File: config.mk
export PLATFORM = sky130hd
export DESIGN_NAME = cacheline_mem_arbiter
export DESIGN_NICKNAME = d
export VERILOG_FILES = /design/src/rtl/cacheline_mem_arbiter_pkg.sv /design/src/rtl/cacheline_mem_arbiter_rr_grant2.sv /design/src/rtl/cacheline_mem_arbiter.sv
export SDC_FILE = /design/constraint.sdc
export NUM_CORES = 1
export LEC_CHECK = 0
export CAP_MARGIN = 25
export CORE_AREA = 2 2 541 543
export CTS_BUF_LIST = sky130_fd_sc_hd__clkbuf_4 sky130_fd_sc_hd__clkbuf_8 sky130_fd_sc_hd__clkbuf_16
export CTS_CLUSTER_SIZE = 25
export DETAILED_ROUTE_END_ITERATION = 6
export DIE_AREA = 0 0 543 545
export PLACE_DENSITY = 0.3
export SLEW_MARGIN = 0
export SYNTH_ARGS = -nofsm -noshare
export SYNTH_HDL_FRONTEND = slang
export SYNTH_SLANG_ARGS = --single-unit
File: constraint.sdc
create_clock -name clk -period 4.1 [get_ports clk]
set_clock_uncertainty 0.15 [all_clocks]
set_input_delay 1.025 -clock clk [delete_from_list [all_inputs] [get_ports clk]]
set_output_delay 1.025 -clock clk [all_outputs]
set_load 0.01 [all_outputs]
File: src/rtl/cacheline_mem_arbiter_pkg.sv
// Shared types and default widths for the I/D cacheline memory arbiter.
package cacheline_mem_arbiter_pkg;

   localparam int ADDR_W = 32;
   localparam int LINE_W = 256;

   typedef enum logic [1:0] {
      IDLE    = 2'd0,
      SERVE_I = 2'd1,
      SERVE_D = 2'd2
   } arb_state_t;

   typedef enum logic {
      REQ_INST = 1'b0,
      REQ_DATA = 1'b1
   } requester_t;

   typedef enum logic {
      OP_READ  = 1'b0,
      OP_WRITE = 1'b1
   } mem_op_t;

endpackage

File: src/rtl/cacheline_mem_arbiter_rr_grant2.sv
// Two-requester round-robin picker: a tie goes to the side opposite last_grant,
// which only advances when the caller loads the current grant.
module rr_grant2
   import cacheline_mem_arbiter_pkg::*;
(
   input  logic       clk,
   input  logic       rst,
   input  logic       req_inst,
   input  logic       req_data,
   input  logic       load,
   output requester_t grant
);

   requester_t last_grant;

   always_comb begin
      grant = REQ_INST;
      if (req_inst && req_data) begin
         grant = (last_grant == REQ_DATA) ? REQ_INST : REQ_DATA;
      end else if (req_data) begin
         grant = REQ_DATA;
      end
   end

   // Reset to DATA so the instruction side wins the first tie.
   always_ff @(posedge clk) begin
      if (rst) begin
         last_grant <= REQ_DATA;
      end else if (load) begin
         last_grant <= grant;
      end
   end

endmodule

File: src/rtl/cacheline_mem_arbiter.sv
// Shares one memory cacheline port between icache and dcache, one transaction
// at a time; the granted request is latched so the memory side stays stable.
module cacheline_mem_arbiter
   import cacheline_mem_arbiter_pkg::*;
#(
   parameter int ADDR_W = cacheline_mem_arbiter_pkg::ADDR_W,
   parameter int LINE_W = cacheline_mem_arbiter_pkg::LINE_W
)(
   input  logic              clk,
   input  logic              rst,
   input  logic              i_read,
   input  logic [ADDR_W-1:0] i_address,
   output logic [LINE_W-1:0] i_rdata,
   output logic              i_resp,
   input  logic              d_read,
   input  logic              d_write,
   input  logic [ADDR_W-1:0] d_address,
   input  logic [LINE_W-1:0] d_wdata,
   output logic [LINE_W-1:0] d_rdata,
   output logic              d_resp,
   output logic              mem_read,
   output logic              mem_write,
   output logic [ADDR_W-1:0] mem_address,
   output logic [LINE_W-1:0] mem_wdata,
   input  logic [LINE_W-1:0] mem_rdata,
   input  logic              mem_resp
);

   arb_state_t        state_q, state_d;
   requester_t        grant;
   logic              i_req, d_req, load;
   mem_op_t           lat_op;
   logic [ADDR_W-1:0] lat_address;
   logic [LINE_W-1:0] lat_wdata;

   assign i_req = i_read;
   assign d_req = d_read | d_write;

   rr_grant2 u_rr (
      .clk      (clk),
      .rst      (rst),
      .req_inst (i_req),
      .req_data (d_req),
      .load     (load),
      .grant    (grant)
   );

   always_ff @(posedge clk) begin
      if (rst) begin
         state_q     <= IDLE;
         lat_op      <= OP_READ;
         lat_address <= '0;
         lat_wdata   <= '0;
      end else begin
         state_q <= state_d;
         if (load) begin
            if (grant == REQ_DATA) begin
               lat_op      <= d_write ? OP_WRITE : OP_READ;
               lat_address <= d_address;
               lat_wdata   <= d_wdata;
            end else begin
               lat_op      <= OP_READ;
               lat_address <= i_address;
               lat_wdata   <= '0;
            end
         end
      end
   end

   // A response arriving in the reset cycle is dropped along with the transaction.
   always_comb begin
      state_d   = state_q;
      load      = 1'b0;
      mem_read  = 1'b0;
      mem_write = 1'b0;
      i_resp    = 1'b0;
      d_resp    = 1'b0;
      unique case (state_q)
         IDLE: begin
            if (i_req || d_req) begin
               load    = 1'b1;
               state_d = (grant == REQ_INST) ? SERVE_I : SERVE_D;
            end
         end
         SERVE_I: begin
            mem_read = 1'b1;
            if (mem_resp && !rst) begin
               i_resp  = 1'b1;
               state_d = IDLE;
            end
         end
         SERVE_D: begin
            mem_read  = (lat_op == OP_READ);
            mem_write = (lat_op == OP_WRITE);
            if (mem_resp && !rst) begin
               d_resp  = 1'b1;
               state_d = IDLE;
            end
         end
         default: state_d = IDLE;
      endcase
   end

   assign mem_address = lat_address;
   assign mem_wdata   = lat_wdata;
   assign i_rdata     = mem_rdata;
   assign d_rdata     = mem_rdata;

   always @(posedge clk) begin
      if (!rst) begin
         assert (!(mem_read && mem_write));
         assert (!(i_resp && d_resp));
         assert (!(state_q == IDLE && (mem_read || mem_write)));
         assert (!(state_q == IDLE && d_read && d_write));
      end
   end

endmodule

==> metrics.yaml, run 1 <==
status: "finished, final reports clean"
synth_largest_area_cell: "dfxtp_1"
initial_core_util_pct: 4.95
synth_top_family_by_area: "buffers and inverters"
cts_sinks: 292
worstSetupStartpointType: "input port"
period_share_pct: 98.2
viasPerCell: 2.29
r2r_slack_ps: 1900
critPathTopFamily: "buffers and inverters"
synth-async-reset-ratio_pct: 0
hold_class: "reg -> reg"
reg2reg_to: "mem_wdata[210]"
synthTopCellsByCount: "527 x buf_4, 292 x dfxtp_1, 281 x nor2_1"
grt_max_degree: 144
synthTopCellsByArea: "dfxtp_1 41%, buf_4 28%, a32oi_1 16%"
whs_path_depth: 2
period_minus_slack_ps: 4030
ys_ff_latch: 292
gp_congestion: 0.786
ys.flop_type: "dfxtp_1"
p_leak_nw: 6.79
dieHeight_microns: 545
design.core.area_sq_um: 290000
htree_levels: 2
grt_use_total_pct: 10.1
drt_iter0_drc: 927
slew_headroom_pct: 23.5
post-route-util_pct: 7.92
fmax_mhz: 248
cts_setup_buffers: 0
final-max-slew-violation-count: 0
p_total_mw: 11.8
path_max_fanout: 3
slowest_delay_ps: 590
cap_violations: 0
cp_num_buf_inv: 4
crit_top_cell: "clkdlybuf4s50_1"
synth_edf_count: 0
ant_nets: 0
rows: 198
path_class: "in -> out"
clock_power_share_pct: 36.7
antenna_found_initial: 39
grt_pass1_wl_mm: 186
vias: 12780
power.internal_mw: 7.52
yosysMostFrequentCell: "buf_4"
firstDrtPassIters: 5
synth_nets: 2192
cts_root_buf: "clkbuf_16"
nets: 2240
drive_gt1_share_pct: 6.87
crit_arrival_ps: 2850
synth-compound-area-share_pct: 18.5
clkLatencyLatePin_ps: 620
yosysSeqAreaShare_pct: 40.7
wirelength_mm: 158
num-fill-cells: 33716
wire_per_inst_microns: 28.3
drc_errors: 0
cts_buffers: 46
worstMarginPinSlew_ps: 1150
syn-cell-area_sq_um: 14400
clk_pin_slew_ps: 50
dp_hpwl_mm: 136
path_cells: "clkdlybuf4s50_1 -> buf_6 -> nor2b_1 -> buf_4 -> and2_1 -> clkdlybuf4s50_1"
p_seq_share_pct: 30.4
power.switching_fraction_pct: 36.3
synth-adder-area-share_pct: 0.261
combPwrFrac_pct: 32.9
grt-ovfl-total: 0
synth_top_area_share_pct: 40.7
p_per_area_nw_per_um2: 514
yosysWarnings: 0
area_delta_synth_final_pct: 60.1
setup_viol: 0
end_kind: "primary output"
antenna_cells: 0
syn_inst: 1607
crit-reg2reg-launch: "state_q[0]"
hold_buffers: 0
finalHoldViolations: 0
io-pin-count: 1386
ys_types: 27
r2r_cells: 5
switching_power_mw: 4.29
cts_tree: "yes"
rsz0062_at_grt: "false"
hold_path_end: "lat_op"
die-area_sq_um: 296000
vdd.ir_drop.worst_mv: 0.303
holdCritStartpoint: "lat_op"
muxShareOfSynthArea_pct: 0
critPathSlowestCell: "clkdlybuf4s50_1"
port_buffers: 617
syn_avg_cell_area_sq_um: 8.94
die_width_microns: 543
grt_pass1_vias: 12763
synth_xor_xnor_area_share_pct: 0
yosys.area_share.simple_pct: 9.42
cts_buffer_depth: 3
required_ps: 2920
## kinds of logic after synthesis
family          after synthesis
buf+inv                     649
simple gates                356
compound gates              307
flops                       292
fa+ha+maj                     3
## worst max path at each step
| stage | from | to | slack (ps) | cells after the start |
|---|---|---|---|---|
| after floorplan | rst | d_resp | 1380 | 3 |
| after global placement | mem_resp | d_resp | -140 | 6 |
| after detailed placement | mem_resp | d_resp | -30 | 6 |
| after CTS | mem_resp | d_resp | 0.2 | 6 |
| after global routing | mem_resp | d_resp | 30 | 6 |
| final | mem_resp | d_resp | 70 | 6 |
## metrics by stage
stage | cell area [sq um] | setup slack (ps) | hold slack, ps | cells | setup TNS (ps)
5_1_grt | 23000 | 29.7 | 347 | 5589 | 0
4_1_cts | 23000 | 0.177 | 321 | 5589 | 0
2_1_floorplan | 14400 | 1380 | 290 | 1607 | 0
3_3_place_gp | 21400 | -139 | 306 | 5507 | -274
6_report | 23000 | 72.2 | 318 | 5589 | 0
3_5_place_dp | 21400 | -33.2 | 310 | 5507 | -54.2
## routing by layer
layer  GRT usage, %  part of all wire [%]  vias up
li1               -                     -     5240
met3           11.6                    25      232
met1           7.11                    24     5800
met2           17.3                    48     1500
met4           2.55                   2.7        8
met5          0.666                  0.13        -
## power groups by stage
stage / sequential (mW) / combinational, mW / clock, mW
global route: 3.64 / 4.20 / 4.62
CTS: 3.59 / 4.00 / 4.55
floorplan: 3.75 / 2.04 / 0
finish: 3.59 / 3.88 / 4.33
detailed placement: 3.63 / 3.98 / 0
global placement: 3.63 / 4.00 / 0
## what timing repair did
item | 4_1_cts | 5_1_grt
hold endpoints to repair | 0 | 0
gates resized for setup | 1 | 0
setup endpoints to repair | 2 | 0
## worst reg2reg max path: cells and delay by family, from the launching register on
family	cells	cell delay [ps]
buffers and inverters	2	460
AOI/OAI and AO/OA	1	710
adders and majority gates	1	380
DFF	1	330
and+or+nand+nor	1	130
## registers in the layout, indices dropped and copies added, names as in the netlist
name	cells
state_q	2
mem_wdata	256
u_rr.last_grant	1
mem_address	32
lat_op	1
## cells in the final DEF (no fill, tap or decap), types with 8 or more instances in the layout
| cell type | netlist | routed |
|---|---|---|
| clkdlybuf4s50_1 | 0 | 614 |
| dfxtp_1 | 292 | 292 |
| nor2_1 | 281 | 281 |
| a32oi_1 | 255 | 255 |
| nand2_1 | 68 | 68 |
| clkbuf_16 | 0 | 46 |
| a311oi_1 | 25 | 25 |
| buf_12 | 0 | 14 |
| buf_4 | 527 | 13 |
| clkbuf_8 | 0 | 11 |
| clkbuf_4 | 0 | 8 |
## layout make-up
cell class | count | area (sq um) | area share, %
Multi-Input combinational cell | 666 | 4080 | 17.8
Clock buffer | 65 | 1360 | 5.93
Clock inverter | 17 | 244 | 1.06
Sequential cell | 292 | 5850 | 25.4
Timing Repair Buffer | 643 | 6550 | 28.5
Inverter | 6 | 22.5 | 0.0980
Tap cell | 3900 | 4880 | 21.2
Power figures use the tool's default switching activity.
==> run 2, diff against run 1 <==
- CORE_AREA: 2 2 541 543 -> 3 3 542 544
- DIE_AREA: 0 0 543 545 -> 0 0 545 547
==> run 2 against run 1 <==
Net effect: critical path depth fell by 1; largest power group unchanged; final cell count hardly changed; highest routed layer unchanged; clock-buffer cell count increased by 4.
==> metrics.yaml, run 2 (synthesis results as in run 1) <==
ant_nets: 0  # unchanged
cts_buffer_depth: 3  # unchanged
m1WireLength_mm: 38.1  # was 38.3 mm
layout_common_cells: "613 x clkdlybuf4s50_1, 292 x dfxtp_1, 281 x nor2_1"  # was 614 x clkdlybuf4s50_1, 292 x dfxtp_1, 281 x nor2_1
cts_tree: "yes"  # unchanged
grt_pass1_vias: 12668  # was 12763
worstMarginPinSlew_ps: 918  # was 1150 ps
period_minus_slack_ps: 3750  # was 4030 ps
io-pin-count: 1386  # unchanged
area_delta_synth_final_pct: 59.7  # was 60.1%
antenna_found_initial: 40  # was 39
p_per_area_nw_per_um2: 512  # was 514 nW/um^2
largest_register_ffs: 256  # unchanged
grt-ovfl-total: 0  # unchanged
slew_headroom_pct: 38.8  # was 23.5%
clkLatencyLatePin_ps: 620  # about the same
rsz0062_at_grt: "false"  # unchanged
cap_violations: 0  # unchanged
vdd.ir_drop.worst_mv: 0.288  # was 0.303 mV
timing.final.ws_setup_ps: 351  # was 72.2 ps
cts_sinks: 292  # unchanged
grt_use_total_pct: 10.2  # was 10.1%
grt_max_degree: 124  # was 144
nets: 2242  # was 2240
drive_gt1_share_pct: 7.03  # was 6.87%
die-area_sq_um: 298000  # was 296000 sq um
design.core.area_sq_um: 290000  # unchanged
wl_met2_mm: 76.3  # was 76.1 mm
clk_pin_slew_ps: 50  # about the same
fmax_mhz: 267  # was 248 MHz
dp.cells: 5509  # was 5507
place_ws_ps: -128  # was -33.2 ps
grt_pass1_wl_mm: 189  # was 186 mm
drc_errors: 0  # unchanged
crit_arrival_ps: 2570  # was 2850 ps
cts_buffers: 46  # unchanged
layout.cells.non_filler: 5594  # was 5589
drt_iter0_drc: 885  # was 927
gp_congestion: 0.868  # was 0.786
status: "finished, final reports clean"  # unchanged
port_buffers: 617  # unchanged
cts_root_buf: "clkbuf_16"  # unchanged
worstSetupStartpointType: "input port"  # unchanged
hold_buffers: 0  # unchanged
rows: 198  # unchanged
die_width_microns: 545  # was 543 microns
path_max_fanout: 4  # was 3
wl_met3_mm: 40.6  # was 39.4 mm
wirelength_mm: 160  # was 158 mm
path_class: "in -> out"  # unchanged
setup_viol: 0  # unchanged
viasPerCell: 2.27  # was 2.29
post_cts_resized: 1  # unchanged
hold_class: "reg -> reg"  # unchanged
final-max-slew-violation-count: 0  # unchanged
dieHeight_microns: 547  # was 545 microns
final_common_cell: "clkdlybuf4s50_1"  # unchanged
maxUsedRoutingLayer: "met5"  # unchanged
vias: 12718  # was 12780
finalHoldViolations: 0  # unchanged
end_kind: "primary output"  # unchanged
period_share_pct: 91.4  # was 98.2%
setup_tns_ps: 0  # unchanged
required_ps: 2920  # about the same
cts_setup_buffers: 0  # unchanged
firstDrtPassIters: 5  # unchanged
fin_area_sq_um: 22900  # was 23000 sq um
htree_levels: 2  # unchanged
p_leak_nw: 6.78  # was 6.79 nW
initial_core_util_pct: 4.95  # unchanged
dpl_cell_area_sq_um: 21300  # was 21400 sq um
wire_per_inst_microns: 28.6  # was 28.3 microns
dp_hpwl_mm: 138  # was 136 mm
[run 2: cell types whose count changed in the layout (fill, tap and decap cells not counted), sizes merged, moves of 2 or more]
| cell | before | now |
|---|---|---|
| diode | 0 | 2 |
| buf | 29 | 31 |
| clkinvlp | 0 | 2 |
| clkinv | 9 | 7 |
| clkbuf | 65 | 69 |
| bufinv | 5 | 3 |
[run 2: cell type report]
class | count | area [sq um]
Sequential cell | 292 | 5850
Tap cell | 3900 | 4880
Multi-Input combinational cell | 666 | 4070
Inverter | 6 | 22.5
Clock buffer | 69 | 1450
Fill cell | 33768 | 267000
Clock inverter | 14 | 158
Timing Repair Buffer | 645 | 6510
Antenna cell | 2 | 5.00
[run 2: power by group]
part           internal, mW  switching (mW)
clock network          2.61            1.65
logic                  1.59            2.28
registers              3.28           0.331
total                  7.49            4.26
[run 2: per-layer routing]
layer / GRT usage (%) / vias to the layer above
met1: 7.10 / 5858
met2: 17.2 / 1413
met4: 2.76 / 2
li1: - / 5242
met3: 11.8 / 203
met5: 0.465 / -
[run 2: through the flow]
stage	hold WS (ps)	utilization [%]	power (mW)
after floorplan	290	-	5.79
after global placement	308	7.35	7.62
after detailed placement	304	7.35	7.59
after CTS	320	7.90	12.1
after global routing	333	7.91	12.4
final	317	7.91	11.8
[run 2: worst paths after layout]
| path | from | endpoint | slack [ps] | cells after the start |
|---|---|---|---|---|
| setup / recovery | mem_resp | i_resp | 350 | 5 |
| hold reg to reg | mem_wdata[255] | mem_wdata[255] | 320 | 2 |
| hold / removal | mem_wdata[255] | mem_wdata[255] | 320 | 2 |
| setup reg to reg | state_q[0] | mem_address[10] | 1710 | 6 |
[run 2: worst max-delay path: stages]
cell             delay [ps]
dlygate4sd2_1           440
nor2b_1                 240
buf_4                   170
and2_1                  140
clkdlybuf4s50_1         550
==> run 3, diff against run 2 <==
- CTS_CLUSTER_SIZE: 25 -> 40
==> results of run 3 <==
Final layout, timing and power as in run 2 (identical DEF).
